$ cat src/rtl/spi_flash_pkg.sv
// Shared opcodes, FSM state encoding and JEDEC byte selection for the SPI flash responder.
package spi_flash_pkg;

   localparam logic [7:0] OP_READ  = 8'h03;
   localparam logic [7:0] OP_RDSR  = 8'h05;
   localparam logic [7:0] OP_JEDEC = 8'h9F;

   typedef enum logic [2:0] {
      IDLE   = 3'd0,
      CMD    = 3'd1,
      ADDR   = 3'd2,
      DATA   = 3'd3,
      STAT   = 3'd4,
      ID     = 3'd5,
      IGNORE = 3'd6
   } state_e;

   // Byte idx of a 24-bit JEDEC id, idx 0 being the manufacturer (MSB) byte.
   function automatic logic [7:0] id_byte(input logic [23:0] id, input logic [1:0] idx);
      logic [7:0] b;
      case (idx)
         2'd0:    b = id[23:16];
         2'd1:    b = id[15:8];
         default: b = id[7:0];
      endcase
      return b;
   endfunction

endpackage

$ cat src/rtl/spi_flash_responder_sync.sv
// Two-flop synchronizers for SCK, CS_n and MOSI, plus one history flop on SCK and
// CS_n for edge pulses. MOSI shares the SCK sync depth so the two stay aligned.
module spi_pin_sync (
   input  logic clk_i,
   input  logic rst_i,
   input  logic sck_i,
   input  logic cs_ni,
   input  logic mosi_i,
   output logic sck_rise_o,
   output logic sck_fall_o,
   output logic cs_n_o,
   output logic cs_fall_o,
   output logic mosi_o
);

   logic [2:0] sck_q;
   logic [2:0] cs_q;
   logic [1:0] mosi_q;

   // CS_n history resets low so a select already active at reset release is not
   // mistaken for a fresh falling edge.
   always_ff @(posedge clk_i or posedge rst_i) begin
      if (rst_i) begin
         sck_q  <= 3'b000;
         cs_q   <= 3'b000;
         mosi_q <= 2'b00;
      end else begin
         sck_q  <= {sck_q[1:0], sck_i};
         cs_q   <= {cs_q[1:0], cs_ni};
         mosi_q <= {mosi_q[0], mosi_i};
      end
   end

   assign sck_rise_o = sck_q[1] & ~sck_q[2];
   assign sck_fall_o = ~sck_q[1] & sck_q[2];
   assign cs_n_o     = cs_q[1];
   assign cs_fall_o  = cs_q[2] & ~cs_q[1];
   assign mosi_o     = mosi_q[1];

endmodule

$ cat src/rtl/spi_flash_responder.sv
// SPI mode-0 responder emulating the read path of an SST25VF016B: READ, RDSR and
// JEDEC-ID, with data fetched from a byte-wide memory port with 1-cycle read latency.
//
// state  | meaning
// IDLE   | deselected, waiting for a CS_n fall
// CMD    | shifting in the opcode byte
// ADDR   | shifting in the 24-bit address
// DATA   | streaming memory bytes, address auto-increments
// STAT   | streaming the status byte
// ID     | streaming the 3 JEDEC id bytes cyclically
// IGNORE | unsupported opcode, MISO undriven until deselect
module spi_flash_responder
   import spi_flash_pkg::*;
#(
   parameter int          ADDR_W   = 21,
   parameter logic [23:0] JEDEC_ID = 24'hBF2541,
   parameter logic [7:0]  STATUS   = 8'h1C
) (
   input  logic              clk_i,
   input  logic              rst_i,
   input  logic              spi_sck_i,
   input  logic              spi_cs_ni,
   input  logic              spi_mosi_i,
   output logic              spi_miso_o,
   output logic              spi_miso_oe_o,
   output logic [ADDR_W-1:0] mem_addr_o,
   output logic              mem_rd_o,
   input  logic [7:0]        mem_data_i,
   output logic              cmd_valid_o,
   output logic [7:0]        cmd_o,
   output logic              err_o
);

   logic sck_rise, sck_fall, cs_n, cs_fall, mosi;

   spi_pin_sync u_sync (
      .clk_i      (clk_i),
      .rst_i      (rst_i),
      .sck_i      (spi_sck_i),
      .cs_ni      (spi_cs_ni),
      .mosi_i     (spi_mosi_i),
      .sck_rise_o (sck_rise),
      .sck_fall_o (sck_fall),
      .cs_n_o     (cs_n),
      .cs_fall_o  (cs_fall),
      .mosi_o     (mosi)
   );

   state_e state_q, state_d;

   // Receive shifter keeps ADDR_W-1 bits; older address bits fall off the top,
   // which is how the unused upper address bits get discarded.
   logic [ADDR_W-2:0] rx_sr_q, rx_sr_d;
   logic [ADDR_W-1:0] rx_next;
   logic [4:0]        bit_cnt_q, bit_cnt_d;
   logic [7:0]        tx_sr_q, tx_sr_d;
   logic              miso_q, miso_d;
   logic              oe_q, oe_d;
   logic [ADDR_W-1:0] addr_q, addr_d;
   logic              mem_rd_q, mem_rd_d;
   logic              load_q, load_d;
   logic [7:0]        cmd_q, cmd_d;
   logic              cmd_valid_q, cmd_valid_d;
   logic              err_q, err_d;
   logic [1:0]        id_idx_q, id_idx_d;
   logic [1:0]        id_idx_nxt;

   assign rx_next    = {rx_sr_q, mosi};
   assign id_idx_nxt = (id_idx_q == 2'd2) ? 2'd0 : id_idx_q + 2'd1;

   // State register.
   always_ff @(posedge clk_i or posedge rst_i) begin
      if (rst_i) state_q <= IDLE;
      else       state_q <= state_d;
   end

   // Next-state logic; a deselected bus overrides every state.
   always_comb begin
      state_d = state_q;
      if (cs_n) begin
         state_d = IDLE;
      end else begin
         case (state_q)
            IDLE: if (cs_fall) state_d = CMD;
            CMD: begin
               if (sck_rise && bit_cnt_q == 5'd7) begin
                  case (rx_next[7:0])
                     OP_READ:  state_d = ADDR;
                     OP_RDSR:  state_d = STAT;
                     OP_JEDEC: state_d = ID;
                     default:  state_d = IGNORE;
                  endcase
               end
            end
            ADDR: if (sck_rise && bit_cnt_q == 5'd23) state_d = DATA;
            default: ;
         endcase
      end
   end

   // Output and datapath next values: shift in on rise, shift out on fall,
   // reload the TX byte on the 8th rise of each response byte.
   always_comb begin
      rx_sr_d     = rx_sr_q;
      bit_cnt_d   = bit_cnt_q;
      tx_sr_d     = tx_sr_q;
      miso_d      = miso_q;
      oe_d        = oe_q;
      addr_d      = addr_q;
      cmd_d       = cmd_q;
      id_idx_d    = id_idx_q;
      mem_rd_d    = 1'b0;
      load_d      = mem_rd_q;
      cmd_valid_d = 1'b0;
      err_d       = 1'b0;

      if (load_q) tx_sr_d = mem_data_i;

      if (cs_n) begin
         bit_cnt_d = 5'd0;
         oe_d      = 1'b0;
         miso_d    = 1'b0;
      end else begin
         case (state_q)
            CMD: begin
               if (sck_rise) begin
                  rx_sr_d = rx_next[ADDR_W-2:0];
                  if (bit_cnt_q == 5'd7) begin
                     bit_cnt_d   = 5'd0;
                     cmd_d       = rx_next[7:0];
                     cmd_valid_d = 1'b1;
                     case (rx_next[7:0])
                        OP_READ: ;
                        OP_RDSR: tx_sr_d = STATUS;
                        OP_JEDEC: begin
                           tx_sr_d  = id_byte(JEDEC_ID, 2'd0);
                           id_idx_d = 2'd0;
                        end
                        default: err_d = 1'b1;
                     endcase
                  end else begin
                     bit_cnt_d = bit_cnt_q + 5'd1;
                  end
               end
            end
            ADDR: begin
               if (sck_rise) begin
                  rx_sr_d = rx_next[ADDR_W-2:0];
                  if (bit_cnt_q == 5'd23) begin
                     bit_cnt_d = 5'd0;
                     addr_d    = rx_next;
                     mem_rd_d  = 1'b1;
                  end else begin
                     bit_cnt_d = bit_cnt_q + 5'd1;
                  end
               end
            end
            DATA, STAT, ID: begin
               if (sck_fall) begin
                  miso_d  = tx_sr_q[7];
                  tx_sr_d = {tx_sr_q[6:0], 1'b0};
                  oe_d    = 1'b1;
               end
               if (sck_rise) begin
                  if (bit_cnt_q == 5'd7) begin
                     bit_cnt_d = 5'd0;
                     if (state_q == DATA) begin
                        addr_d   = addr_q + ADDR_W'(1);
                        mem_rd_d = 1'b1;
                     end else if (state_q == STAT) begin
                        tx_sr_d = STATUS;
                     end else begin
                        id_idx_d = id_idx_nxt;
                        tx_sr_d  = id_byte(JEDEC_ID, id_idx_nxt);
                     end
                  end else begin
                     bit_cnt_d = bit_cnt_q + 5'd1;
                  end
               end
            end
            default: ;
         endcase
      end
   end

   // Datapath and output registers.
   always_ff @(posedge clk_i or posedge rst_i) begin
      if (rst_i) begin
         rx_sr_q     <= '0;
         bit_cnt_q   <= 5'd0;
         tx_sr_q     <= 8'h00;
         miso_q      <= 1'b0;
         oe_q        <= 1'b0;
         addr_q      <= '0;
         mem_rd_q    <= 1'b0;
         load_q      <= 1'b0;
         cmd_q       <= 8'h00;
         cmd_valid_q <= 1'b0;
         err_q       <= 1'b0;
         id_idx_q    <= 2'd0;
      end else begin
         rx_sr_q     <= rx_sr_d;
         bit_cnt_q   <= bit_cnt_d;
         tx_sr_q     <= tx_sr_d;
         miso_q      <= miso_d;
         oe_q        <= oe_d;
         addr_q      <= addr_d;
         mem_rd_q    <= mem_rd_d;
         load_q      <= load_d;
         cmd_q       <= cmd_d;
         cmd_valid_q <= cmd_valid_d;
         err_q       <= err_d;
         id_idx_q    <= id_idx_d;
      end
   end

   assign spi_miso_o    = miso_q;
   assign spi_miso_oe_o = oe_q;
   assign mem_addr_o    = addr_q;
   assign mem_rd_o      = mem_rd_q;
   assign cmd_valid_o   = cmd_valid_q;
   assign cmd_o         = cmd_q;
   assign err_o         = err_q;

endmodule

$ cat config.mk
export PLATFORM = sky130hd
export DESIGN_NAME = spi_flash_responder
export DESIGN_NICKNAME = d
export VERILOG_FILES = /design/src/rtl/spi_flash_pkg.sv /design/src/rtl/spi_flash_responder_sync.sv /design/src/rtl/spi_flash_responder.sv
export SDC_FILE = /design/constraint.sdc
export NUM_CORES = 1
export LEC_CHECK = 0
export ABC_AREA = 1
export BUFFER_PORTS_ARGS = -buffer_cell sky130_fd_sc_hd__clkbuf_2
export CORE_AREA = 5 5 171 107
export DETAILED_ROUTE_END_ITERATION = 10
export DIE_AREA = 0 0 176 112
export PLACE_DENSITY = 0.4
export SETUP_SLACK_MARGIN = 0.3
export SLEW_MARGIN = 25
export SYNTH_ARGS = -nofsm -noshare
export SYNTH_HDL_FRONTEND = slang
export SYNTH_SLANG_ARGS = --single-unit
export TNS_END_PERCENT = 1
$ cat constraint.sdc
create_clock -name clk_i -period 4.9 [get_ports clk_i]
set_input_delay 1.225 -clock clk_i [delete_from_list [all_inputs] [get_ports clk_i]]
set_output_delay 1.225 -clock clk_i [all_outputs]
set_load 0.01 [all_outputs]
# Word-level counts from Yosys, hierarchy flattened

Index checks and enable logic that the tools add are counted.

Logic and storage cells: 134
Register bits: 81
Output and inout bits: 34
Input port bits: 13

Reductions and logical operators: 21
$add $sub $neg: 3
Muxes and demuxes: 61
Eq/ne operators: 27
Bitwise gates (word level): 6

Operators by type and width:

| kind                                                             | number |
|---|---|
| 21-bit two-way mux                                               | 5 |
| 8-bit two-way mux                                                | 9 |
| 8-bit one-hot mux with 2 select lines                            | 3 |
| 21-bit one-hot mux with 2 select lines                           | 1 |
| 5-bit two-way mux                                                | 5 |
| 21-bit by 1-bit adder with 21-bit output (second input constant) | 1 |
| 1-bit two-way mux                                                | 21 |
| 2-bit != test (second input constant)                            | 10 |
| 3-bit one-hot mux with 3 select lines                            | 2 |
| 2-bit two-way mux                                                | 8 |
| 3-bit two-way mux                                                | 4 |
| 3-bit by 2-bit != test with 1-bit output (second input constant) | 4 |
| 5-bit one-hot mux with 2 select lines                            | 1 |
| 9-bit AND reduction                                              | 1 |
| 8-bit by 2-bit == test with 1-bit output (second input constant) | 1 |
| 8-bit by 3-bit == test with 1-bit output (second input constant) | 1 |
| 8-bit == test (second input constant)                            | 1 |
| 4-bit AND reduction                                              | 2 |
| 2-bit nonzero test                                               | 4 |
| 7-bit AND reduction                                              | 1 |
| 3-bit by 2-bit == test with 1-bit output (second input constant) | 2 |
| 3-bit == test (second input constant)                            | 2 |
| 3-bit AND reduction                                              | 2 |
| 3-bit OR reduction                                               | 2 |
| 20 further kinds                                                 | 25 |

# Logic depth before layout (Yosys ltp)

Gate-level depths: netlist of run 1.

Word-level depth: 10
Depth in mapped cells: 12
Gate-level depth less buffers: 12

# Modules after synthesis

Synthesis of run 1 repeated with hierarchy kept, for this count alone.

Cell total of the unflattened synthesis: 633
Area total of the unflattened synthesis: 4505.6 um2

By module, submodules not included:

| module              | sequential area each (um2) | area an instance (um2) | cells each | times used |
|---|---|---|---|---|
| spi_flash_responder | 1826.8                     | 4279.1                 | 618        | 1 |
| spi_pin_sync        | 200.2                      | 226.5                  | 15         | 1 |

# Least setup slack after synthesis of run 1

No wires, ideal clock.

Path kind: in2reg
Start point: input mem_data_i[2]
End point: register tx_sr_q[2]
Arrival time: 1.818 ns
Stages: 10
Library setup time: 0.116 ns
Required time: 4.784 ns
Path slack: 2.966 ns
Buffers on the path: 0
Cell sequence: inv_1 -> nand2_1 -> o21ai_0 -> nand2_1 -> o21ai_0 -> nand2_1 -> nand2_1 -> nand2_1 -> nor2_1 -> nor2_1

Longest elaborated chain between the ends: 7
Elaborated cells on any way between the ends: 10
Those cells by class: mux (10)

RTL lines:

| what                                  | line                       | text |
|---|---|---|
| from (decl)                           | spi_flash_responder.sv:28  | `input logic [7:0] mem_data_i,` |
| 8-bit two-way mux *                   | spi_flash_responder.sv:117 | `if (load_q) tx_sr_d = mem_data_i;` |
| 8-bit two-way mux                     | spi_flash_responder.sv:159 | `if (sck_fall) begin` |
| 8-bit two-way mux                     | spi_flash_responder.sv:167 | `if (state_q == DATA) begin` |
| 8-bit two-way mux                     | spi_flash_responder.sv:165 | `if (bit_cnt_q == 5'd7) begin` |
| 8-bit two-way mux                     | spi_flash_responder.sv:164 | `if (sck_rise) begin` |
| 8-bit one-hot mux with 2 select lines | spi_flash_responder.sv:124 | `case (state_q)` |
| 8-bit two-way mux *                   | spi_flash_responder.sv:119 | `if (cs_n) begin` |
| via tx_sr_d[2]                        | spi_flash_responder.sv:56  | `logic [7:0] tx_sr_q, tx_sr_d;` |
| to (signal assigned)                  | spi_flash_responder.sv:204 | `tx_sr_q <= tx_sr_d;` |
| to (decl)                             | spi_flash_responder.sv:56  |  |

The timed path passes the listed nets; every way through them passes the cells marked *.
A chain may end at the register's enable or synchronous reset.

# Worst setup path in the final report of run 1

Start point: register state_q[1]
End point: register addr_q[14] (netlist: mem_addr_o[14])

Longest elaborated chain between the ends: 4
Elaborated cells on any way between the ends: 13
Those cells by class: eq/ne (9); mux (1); reduce/logical (3)

RTL lines:

| what                                                                             | line                                                   | text |
|---|---|---|
| from (decl)                                                                      | spi_flash_responder.sv:49                              | `state_e state_q, state_d;` |
| from (signal assigned)                                                           | spi_flash_responder.sv:74                              | `else state_q <= state_d;` |
| 3-bit by 2-bit == test with 1-bit output / 3-bit == test (equally long branches) | spi_flash_responder.sv:124, spi_flash_responder.sv:167 |  |
| 3-bit OR reduction                                                               | spi_flash_responder.sv:124                             |  |
| 2-bit != test (no source line) / 2-bit nonzero test (equally long branches)      | --                                                     |  |
| 7-bit AND reduction (no source line)                                             | --                                                     |  |
| to (signal assigned)                                                             | spi_flash_responder.sv:207                             | `addr_q <= addr_d;` |
| to (decl)                                                                        | spi_flash_responder.sv:59                              | `logic [ADDR_W-1:0] addr_q, addr_d;` |

Parallel ways exist; a longest one is shown, timed or not.

==> results.md, run 1 <==
* Top cell by count, worst path: nand2_2
* DP HPWL at ~10 mm
* Critical Path Stages at 9
* Max rail drop VDD at roughly 0.21 mV
* Buffers on Ports at 46
* Crit path launch type: flip-flop
* Hold_buf cts at 0
* TritonRoute pass-1 iters at 5
* Syn_area_per_cell at approximately 7.3 um^2
* Post-Synthesis Cells at ~630
* RePlAce Congestion at 0.8762
* Met3 wire length at 918 um
* Synth warn at 0
* Ratio of cells with drive above 1 in the final layout at 0.1339
* DR top layer: met4
* Tcrit/Tclk final at 0.5255
* Global-route wire length before repair at 21.75 mm
* CP delay by family, top: simple AND/OR/NAND/NOR gates
* Post-CTS setup buffers at 0
* R2r worst-path depth at 9
* Drt via density at about 4.6
* RSZ-0062 raised after global routing: no
* Multiplexer share of the synthesized area at 0.002483
* Final nets at between 600 and 700
* Core area at 16670 um^2
* Ant. Diodes at 0
* Setup_tns at 0 ns
* Fill cells at between 1500 and 2000
* Initial antenna violation count at 0
* Die W at 176 um
* Worst slew pin tran at ~0.74 ns
* DRT met1 WL at 7.688 mm
* Post-synthesis cell type count at 38
* R2R Path End: mem_addr_o[14]
* R2R Path Start: state_q[1]
* Fmax achieved at 388.3 MHz
* Max-cap violations at 0
* Relative slew slack at 0.5023
* Worst Path Buf+Inv at 2
* DRT Wirelength at between 10 and 15 mm
* Synth Area in Simple Gates at 0.3228
* Sequential area share after synthesis at 0.4469
* Vias at ~4000
* Die ar. at 19710 um^2
* CP startpoint: state_q[1]
* Worst hold path class: flip-flop to flip-flop
* Number of global-route vias before repair at approximately 3800
* I/O pin count at 47
* Synth Area in Compound Gates at 0.1170
* Synth Area in Adders at 0.008276
* Final Max Tran Viols at 0
* Post-synthesis xor/xnor area fraction at 0.01352
* Power Density at approximately 530 nW/um^2
* CTS clk-pin slew, worst paths at approximately 0.06 ns
* CTS tree: done
* Clock Path Buffers at 2
* Endpoint class of the critical path: flip-flop
* Flop2flop setup slack at 2.32 ns
* Clock Skews at slightly above 0.008 ns
* WP data arrival at between 2 and 3 ns
* Mapped Area at 4536 um^2
* Finished Core Util at 0.3148
* Crit path max fanout at 38
* Drt drc at 0
* Met2 wire length at 4.698 mm
* Clock root buffer: clkbuf_16
* Worst setup endpoint: mem_addr_o[14]
* Area growth from synthesis to layout at 15.67%
* Die Y at 112 um
* Drt wl/cell at between 15 and 20 um
* Tot GR Track Use at 0.1396
* Worst Setup Path Type: flip-flop to flip-flop
* Slowest stage cell, crit path: inv_2
* CTS H-tree depth at 3
* # clock sinks at slightly above 80
* Slowest stage delay, CP at around 0.7 ns
* Syn_nets at about 640
* Critical path, cell by cell: nand2_1 -> nand2_2 -> nand2_2 -> inv_2 -> a21oi_4 -> nand2_4 -> inv_6 -> a21oi_1 -> nor2_1
* Final Hold Vio Count at 0
* CTS resizes at 0
* FP Rows at 37
* Main combinational cell family by area after synthesis: simple AND/OR/NAND/NOR gates
* Largest net degree at the start of global routing at 50
* Period minus WS final at between 2 and 3 ns
* Drt first-iter violations at approximately 330
* Post-route ant nets at 0
* Initial core utilization at 0.2721
* Remaining Overflow, GRT at 0
* Final setup viols at 0
* Register bit total from synthesis at 81
* Required @ worst endpoint at roughly 5 ns
* Lkg Pwr at around 2.5 nW
* Status: complete, no violations
* CTS buffer count at 9
* Clock Latency Late Sink at 0.34 ns
[synth_stat cells]
cell      count  area [um^2]
nor3_1       10        50.05
or2_0         3        18.77
clkbuf_1      5        18.77
a21oi_4       1        16.27
or2_1         1        6.260
nand3b_1      1        7.510
mux2_2        1        11.26
o22ai_1       1        6.260
o21ai_1      17        85.08
nor2_4        3        33.78
nand3_4       1        17.52
nor2_1       51        191.4
nor2_2        1        6.260
inv_1        70        262.8
ha_1          3        37.54
inv_6         1        8.760
nand2_4       1        11.26
nand2_2       5        31.28
nand3_2       1        10.01
buf_4         3        22.52
o21ai_0      54        270.3
buf_6         4        45.04
nand4_1       7        43.79
a21oi_1      22        110.1
o211ai_2      2        25.02
inv_4         1        6.260
nand3_1      41        205.2
inv_2         4        15.01
xnor2_1       2        17.52
dfrtp_1      81         2027
xor2_1        5        43.79
a32o_1        1        10.01
nor3_4        1        16.27
or2_2         1        6.260
buf_2         5        25.02
nor3b_2       1        12.51
nand2_1     212        795.8
a21boi_1      1        7.510
[how the worst min path moves through the flow]
stage / to / slack [ns] / startpoint / cells after the start
after floorplan: u_sync.cs_q[1] / 0.33 / u_sync.cs_q[0] / 0
after global placement: u_sync.sck_q[1] / 0.33 / u_sync.sck_q[0] / 0
after detailed placement: u_sync.sck_q[1] / 0.34 / u_sync.sck_q[0] / 0
after CTS: u_sync.sck_q[1] / 0.36 / u_sync.sck_q[0] / 0
after global routing: u_sync.sck_q[1] / 0.36 / u_sync.sck_q[0] / 0
final: u_sync.sck_q[1] / 0.35 / u_sync.sck_q[0] / 0
[area by class of cell]
type / count / area (um^2) / area share
Multi-Input combinational cell: 451 / 2107 / 0.4016
Sequential cell: 81 / 2027 / 0.3864
Inverter: 76 / 294.0 / 0.05605
Tap cell: 214 / 267.8 / 0.05104
Timing Repair Buffer: 48 / 245.2 / 0.04674
Clock buffer: 11 / 242.7 / 0.04627
Clock inverter: 5 / 62.56 / 0.01192
[kinds of logic after synthesis]
| group | Yosys count |
|---|---|
| fa+ha+maj | 3 |
| compound gates | 99 |
| xor+xnor | 7 |
| simple gates | 341 |
| buf+inv | 93 |
| mux | 1 |
| flops | 81 |
[through the flow]
stage / total power, mW / hold WS (ns) / instances / setup slack, ns / instance area, um^2
6_report: 2.770 / 0.3487 / 886 / 2.325 / 5246
5_1_grt: 2.996 / 0.3596 / 886 / 2.067 / 5246
4_1_cts: 2.798 / 0.3561 / 886 / 2.340 / 5244
3_5_place_dp: 2.069 / 0.3410 / 870 / 2.361 / 4938
3_3_place_gp: 2.070 / 0.3331 / 870 / 2.405 / 4938
2_1_floorplan: 1.750 / 0.3312 / 625 / 1.595 / 4536
[cells in the final DEF (no fill, tap or decap), types with 2 or more instances in the layout]
cell type   synthesis  final
a21oi_1            22     22
buf_4               3      2
clkbuf_16           0      9
clkbuf_2            0     46
clkinvlp_4          0      2
dfrtp_1            81     81
ha_1                3      3
inv_1              70     69
inv_2               4      4
inv_6               1      3
nand2_1           212    211
nand2_2             5      6
nand3_1            41     41
nand4_1             7      7
nor2_1             51     51
nor2_4              3      3
nor3_1             10     10
o211ai_2            2      2
o21ai_0            54     54
o21ai_1            17     17
or2_0               3      3
xnor2_1             2      2
xor2_1              5      5
[metal layers]
metal,up-vias,global-route usage
li1,2070,-
met1,1902,0.2352
met2,114,0.1677
met3,10,0.03902
met4,0,0.03011
met5,-,0
[registers in the layout (all words and copies together), names as in the netlist]
signal         count
bit_cnt_q          5
cmd_o              8
cmd_valid_o        1
err_o              1
id_idx_q           2
load_q             1
mem_addr_o        21
mem_rd_o           1
rx_sr_q           20
spi_miso_o         1
spi_miso_oe_o      1
state_q            3
tx_sr_q            8
u_sync.cs_q        3
u_sync.mosi_q      2
u_sync.sck_q       3
[power by group]
| part | internal, mW | switching [mW] | total, mW | leakage [nW] |
|---|---|---|---|---|
| registers | 0.823 | 0.165 | 0.988 | 1.07 |
| logic | 0.330 | 0.745 | 1.07 | 1.31 |
| clock network | 0.413 | 0.294 | 0.707 | 0.143 |
Note: power is estimated with default switching activity, not from simulation.
==> inputs of run 2 (changes only) <==
ABC_AREA = 0   (was 1)
CORE_AREA = 5 5 166 104   (was 5 5 171 107)
DIE_AREA = 0 0 171 109   (was 0 0 176 112)
PLACE_DENSITY = 0.41   (was 0.4)
clock period = 2.5 ns   (was 4.9 ns; I/O delays follow)
==> results.md, run 2 <==
* Status: complete, no violations
* Tcrit/Tclk final at 0.8636 (+0.3381)
* Post-synthesis xor/xnor area fraction at 0.008206 (-0.005311)
* FP Rows at 36 (-2.7%)
* Worst Setup Path Type: flip-flop to flip-flop
* Count leader, synth: dfrtp_1
* Worst hold path class: flip-flop to flip-flop
* Global-route wire length before repair at 19.58 mm (-10%)
* Initial core utilization at 0.2716 (-0.0005776)
* Synth Area in Adders at 0.008792 (+0.0005166)
* CTS tree: done
* Buffers on Ports at 46 (unchanged)
* Lkg Pwr at 2.270 nW (-10%)
* Max rail drop VDD at 0.2952 mV (+40%)
* Fill cells at 1638 (-11%)
* Final nets at 495 (-28%)
* Post-Synthesis Cells at 430 (-31%)
* Period minus WS final at 2.159 ns (-0.4160 ns)
* Final Max Tran Viols at 0 (unchanged)
* RSZ-0062 raised after global routing: yes
* Post-synthesis cell type count at 58 (+53%)
* CTS buffer count at 9 (unchanged)
* Clock root buffer: clkbuf_16
* CTS H-tree depth at 3 (unchanged)
* Most common flop cell mapped by yosys: dfrtp_1
* Number of global-route vias before repair at 3498 (-8.2%)
* Sequential cell area at 2027 um^2 (unchanged)
* Main combinational cell family by area after synthesis: simple AND/OR/NAND/NOR gates
* Synth Area in Simple Gates at 0.2063 (-0.1164)
* I/O pin count at 47 (unchanged)
* Multiplexer share of the synthesized area at 0.1038 (+0.1013)
* Post-route ant nets at 0 (unchanged)
* Register bit total from synthesis at 81 (unchanged)
* Clock Path Buffers at 2 (unchanged)
* Setup_tns at 0 ns (unchanged)
* Ant. Diodes at 0 (unchanged)
* Slowest stage cell, crit path: nor4_1
* Commonest non-fill, non-tap cells in the layout: dfrtp_1 (81), nor2_1 (47), clkbuf_2 (46)
* Syn_area_per_cell at 9.928 um^2 (+37%)
* Crit path max fanout at 6 (-84%)
* Required @ worst endpoint at 2.72 ns (-2.41 ns)
* Drt wl/cell at 17.61 um (+16%)
* Tot GR Track Use at 0.1340 (-0.005664)
* Relative slew slack at 0.5721 (+0.06984)
* Remaining Overflow, GRT at 0 (unchanged)
* Die Y at 109 um (-2.7%)
* Synth Area in Compound Gates at 0.1612 (+0.04423)
* Area growth from synthesis to layout at 18.99%
* Worst Path Buf+Inv at 0 (-2)
* Synth top area cells: dfrtp_1 (47%), mux2_2 (8.7%), nor2_1 (4.1%)
* CP delay by family, top: simple AND/OR/NAND/NOR gates
* Endpoint class of the critical path: flip-flop
* Die W at 171 um (-2.8%)
* Die ar. at 18640 um^2 (-5.4%)
* R2R Path Start: bit_cnt_q[0]
* CP startpoint: bit_cnt_q[0]
* Worst slew pin tran at 0.6360 ns (-0.1028 ns)
* Critical path, cell by cell: ha_1 -> and4b_4 -> nand2_2 -> nor4_1 -> mux2_2
* Post-CTS setup buffers at 0 (unchanged)
* DRT Wirelength at 12.20 mm (-9.2%)
* DP HPWL at 8.547 mm (-14%)
* Mapped Area at 4269 um^2 (-5.9%)
* Post-synth EDFFs at 0 (unchanged)
* Ratio of cells with drive above 1 in the final layout at 0.2459 (+0.1119)
* Synth warn at 0 (unchanged)
* RePlAce Congestion at 0.8461 (-3.4%)
* Top cell type's share of synthesized area at 0.4748 (+0.02790)
* Syn_nets at 446 (-30%)
* Final Hold Vio Count at 0 (unchanged)
* Largest register FFs at 21 (unchanged)
* Critical hold path startpoint: u_sync.cs_q[0]
* Sequential area share after synthesis at 0.4748 (+0.02790)
* Hold_buf cts at 0 (unchanged)
* Clock Skews at 0.008104 ns (-0.00002176 ns)
* CTS clk-pin slew, worst paths at 0.07 ns (about the same)
* Final setup viols at 0 (unchanged)
* Vias at 3553 (-13%)
* Synth cell count leaders: dfrtp_1 (81), nor2_1 (47), mux2_2 (33), nor3_1 (28), o21ai_0 (22)
* Most common cell after layout, fill and taps aside: dfrtp_1
* TritonRoute pass-1 iters at 4 (-1)
* Largest net degree at the start of global routing at 82 (+64%)
* Initial antenna violation count at 0 (unchanged)
* Area of the multi-input gates at 2090 um^2 (-0.83%)
* Post-synth top area cell: dfrtp_1
* Drt via density at 5.127 (+11%)
* Setup slack after layout at 0.3409 ns (-1.984 ns)
* Clock Latency Late Sink at 0.34 ns (about the same)
* WP data arrival at 2.38 ns (-0.42 ns)
* Power Density at 607.2 nW/um^2 (+15%)
* Fmax achieved at 463.2 MHz (+19%)
* # clock sinks at 81 (unchanged)
* Drt drc at 0 (unchanged)
* Core area at 15720 um^2 (-5.7%)
* Slowest stage delay, CP at 0.59 ns (-0.11 ns)
* Max-cap violations at 0 (unchanged)
* Drt first-iter violations at 309 (-6.1%)
* Synth async-reset ratio at 1.000 (unchanged)
* Crit path launch type: flip-flop
* Pre-CTS setup slack at 0.4088 ns (-1.952 ns)
run 2: where the power goes:
group          internal [mW]  switching [mW]
combinational          0.129           0.196
sequential              1.35          0.0637
clock                  0.778           0.565
run 2: metrics by stage:
| stage | area [um^2] | total power [mW] | cells | util | hold WS, ns |
|---|---|---|---|---|---|
| 6_report | 5080 | 3.085 | 693 | 0.3231 | 0.3530 |
| 5_1_grt | 5080 | 3.219 | 693 | 0.3231 | 0.3615 |
| 4_1_cts | 5075 | 3.123 | 693 | 0.3228 | 0.3569 |
| 3_5_place_dp | 4778 | 1.765 | 677 | 0.3040 | 0.3418 |
| 3_3_place_gp | 4778 | 1.766 | 677 | 0.3040 | 0.3355 |
| 2_1_floorplan | 4273 | 1.665 | 430 | - | 0.3312 |
run 2: cell families after synthesis:
logic type / after synthesis
compound gates: 102
xor+xnor: 4
flops: 81
fa+ha+maj: 3
simple gates: 168
buf+inv: 32
mux: 40
run 2: path summary, 6_finish.rpt:
path,cells past startpoint,to,slack [ns]
min in group asynchronous,3,rx_sr_q[9],0.39
worst max register to register,5,id_idx_q[1],0.34
worst min register to register,0,u_sync.cs_q[1],0.35
max in group asynchronous,3,tx_sr_q[4],1.76
worst min-delay path,0,u_sync.cs_q[1],0.35
worst max-delay path,5,id_idx_q[1],0.34
run 2: cell type report:
cell class                      instances  share of cell area
Timing Repair Buffer                   61             0.07241
Inverter                                9            0.007389
Sequential cell                        81              0.3990
Tap cell                              209             0.05148
Clock inverter                          6             0.01330
Multi-Input combinational cell        317              0.4113
Clock buffer                           10             0.04507
run 2: routing by layer:
metal  track usage  vias to the layer above  part of all wire
met5             0                        -                 0
met2        0.1670                       77              0.38
met3       0.03442                        5             0.044
li1              -                     1705                 -
met4       0.02826                        0            0.0052
met1        0.2226                     1766              0.57
run 2: what timing repair did:
item	in CTS	in global routing
hold endpoints to repair	0	0
resized for setup	0	1
setup endpoints to repair	0	14
==> inputs of run 3 (changes only) <==
CORE_AREA = 5 5 154 112   (was 5 5 166 104)
DIE_AREA = 0 0 159 117   (was 0 0 171 109)
==> results.md, run 3 (synthesis gave the netlist of run 2 again) <==
* Drt via density at 5.202 (+1.5%)
* CTS tree: done
* Worst hold path class: flip-flop to flip-flop
* Most common cell after layout, fill and taps aside: dfrtp_1
* Clock root buffer: clkbuf_16
* Final Hold Vio Count at 0 (unchanged)
* I/O pin count at 47 (unchanged)
* Ratio of cells with drive above 1 in the final layout at 0.2479 (+0.002066)
* Clock power share at 0.420 (-0.015)
* Period minus WS final at 2.044 ns (-0.1147 ns)
* Area growth from synthesis to layout at 18.67%
* CTS buffer count at 9 (unchanged)
* Worst Setup Path Type: flip-flop to flip-flop
* Crit path max fanout at 11 (+5)
* Post-route ant nets at 0 (unchanged)
* CTS clk-pin slew, worst paths at 0.07 ns (about the same)
* Status: complete, no violations
* RePlAce Congestion at 0.7922 (-6.4%)
* CTS H-tree depth at 3 (unchanged)
* Pre-CTS setup slack at 0.4195 ns (+0.01068 ns)
* Clock Path Buffers at 2 (unchanged)
* Max rail drop VDD at 0.2977 mV (+0.82%)
* Final nets at 495 (unchanged)
* DRT Wirelength at 11.74 mm (-3.8%)
* Hold depth at 0 (unchanged)
* Core area at 15760 um^2 (+0.26%)
* Lkg Pwr at 2.270 nW (about the same)
* Finished Core Util at 0.3214 (-0.001719)
* Tot Pwr at 3.012 mW (-2.3%)
* Combinational Power Share at 0.111 (+0.006)
* Setup slack after layout at 0.4556 ns (+0.1147 ns)
* Tot GR Track Use at 0.1267 (-0.007291)
* DP HPWL at 8.187 mm (-4.2%)
* Initial core utilization at 0.2709 (-0.0007114)
* Drt wl/cell at 17.03 um (-3.3%)
* Ant. Diodes at 0 (unchanged)
* Largest register FFs at 21 (unchanged)
* P_int at 2.178 mW (-3.6%)
* Largest net degree at the start of global routing at 82 (unchanged)
* R2r worst-path depth at 6 (+1)
* TritonRoute pass-1 iters at 6 (+2)
* Tcrit/Tclk final at 0.8177 (-0.04589)
* Required @ worst endpoint at 2.69 ns (-0.03 ns)
* Max-cap violations at 0 (unchanged)
* Sequential share of power at 0.469 (+0.010)
* Placed cell area at 4773 um^2 (-0.10%)
* Die ar. at 18600 um^2 (-0.19%)
* Clock Skews at 0.01135 ns (+0.003248 ns)
* Worst slew pin tran at 0.5484 ns (-0.08758 ns)
* Fmax achieved at 489.2 MHz (+5.6%)
* Final Max Tran Viols at 0 (unchanged)
* Endpoint class of the critical path: flip-flop
* Commonest non-fill, non-tap cells in the layout: dfrtp_1 (81), nor2_1 (47), clkbuf_2 (46)
* Setup_tns at 0 ns (unchanged)
* Global-route wire length before repair at 19.06 mm (-2.6%)
* Vias at 3584 (+0.87%)
* Drt first-iter violations at 295 (-4.5%)
* Cell area after layout at 5066 um^2 (-0.27%)
* Power Density at 594.6 nW/um^2 (-2.1%)
* Remaining Overflow, GRT at 0 (unchanged)
* Final setup viols at 0 (unchanged)
* Number of global-route vias before repair at 3403 (-2.7%)
* Switching Share at 0.2769 (+0.009766)
* RSZ-0062 raised after global routing: yes
* Crit path launch type: flip-flop
* FP Rows at 39 (+8.3%)
* Clock Latency Late Sink at 0.34 ns (about the same)
* Hold_buf cts at 0 (unchanged)
* Drt drc at 0 (unchanged)
* WP data arrival at 2.24 ns (-0.14 ns)
* Die Y at 117 um (+7.3%)
* Sw power at 834.2 uW (+1.2%)
* Buffers on Ports at 46 (unchanged)
* Die W at 159 um (-7.0%)
* # clock sinks at 81 (unchanged)
* Initial antenna violation count at 0 (unchanged)
* Relative slew slack at 0.6305 (+0.05844)
==> run 3: cell count changes in the layout (fill, tap and decap cells not counted), sizes merged <==
| cell | change |
|---|---|
| clkinvlp | -1 |
| inv | +2 |
| clkinv | +1 |
| clkbuf | -1 |
| bufinv | -1 |
==> run 3: path summary, 6_finish.rpt <==
check,start,to,slack (ns)
worst min register to register,u_sync.mosi_q[0],u_sync.mosi_q[1],0.35
worst max-delay path,bit_cnt_q[0],mem_addr_o[1],0.46
max in group asynchronous,rst_i,tx_sr_q[0],1.75
worst min-delay path,u_sync.mosi_q[0],u_sync.mosi_q[1],0.35
min in group asynchronous,rst_i,rx_sr_q[10],0.39
worst max register to register,bit_cnt_q[0],mem_addr_o[1],0.46
==> run 3: critical path, cell delays in order (launching register included) <==
cell	delay (ns)
dfrtp_1	0.40
ha_1	0.27
and4b_4	0.24
and3_4	0.19
a22oi_2	0.20
or2_1	0.43
o21ai_0	0.18
==> run 3: per-stage QoR <==
stage	hold WS (ns)	instances
floorplan	0.3312	430
global placement	0.3358	673
detailed placement	0.3355	673
CTS	0.3520	689
global route	0.3594	689
finish	0.3493	689
==> run 3: layout make-up <==
cell class	instances	area, um^2
inverters	9	37.54
clock inverters	7	62.56
well taps	205	256.5
repair buffers	61	367.9
flip-flops and latches	81	2027
clock buffers	9	225.2
multi-input cells	317	2090
fillers	1663	10700
==> run 3: layer usage <==
layer,global-route usage,vias up,part of all wire
met5,0,-,0
met2,0.1685,81,0.39
li1,-,1707,-
met4,0.03580,0,0.011
met1,0.1998,1787,0.55
met3,0.03115,9,0.045
==> run 3: power groups by stage <==
stage / registers [mW] / clock network (mW) / logic, mW
finish: 1.41 / 1.26 / 0.334
global placement: 1.44 / 0 / 0.337
detailed placement: 1.44 / 0 / 0.333
floorplan: 1.40 / 0 / 0.261
CTS: 1.41 / 1.31 / 0.335
global route: 1.42 / 1.36 / 0.374
==> run 3: timing repair <==
item	4_1_cts	5_1_grt
buffers inserted	0	0
gates resized for setup	0	1
endpoints found under the setup margin	0	14
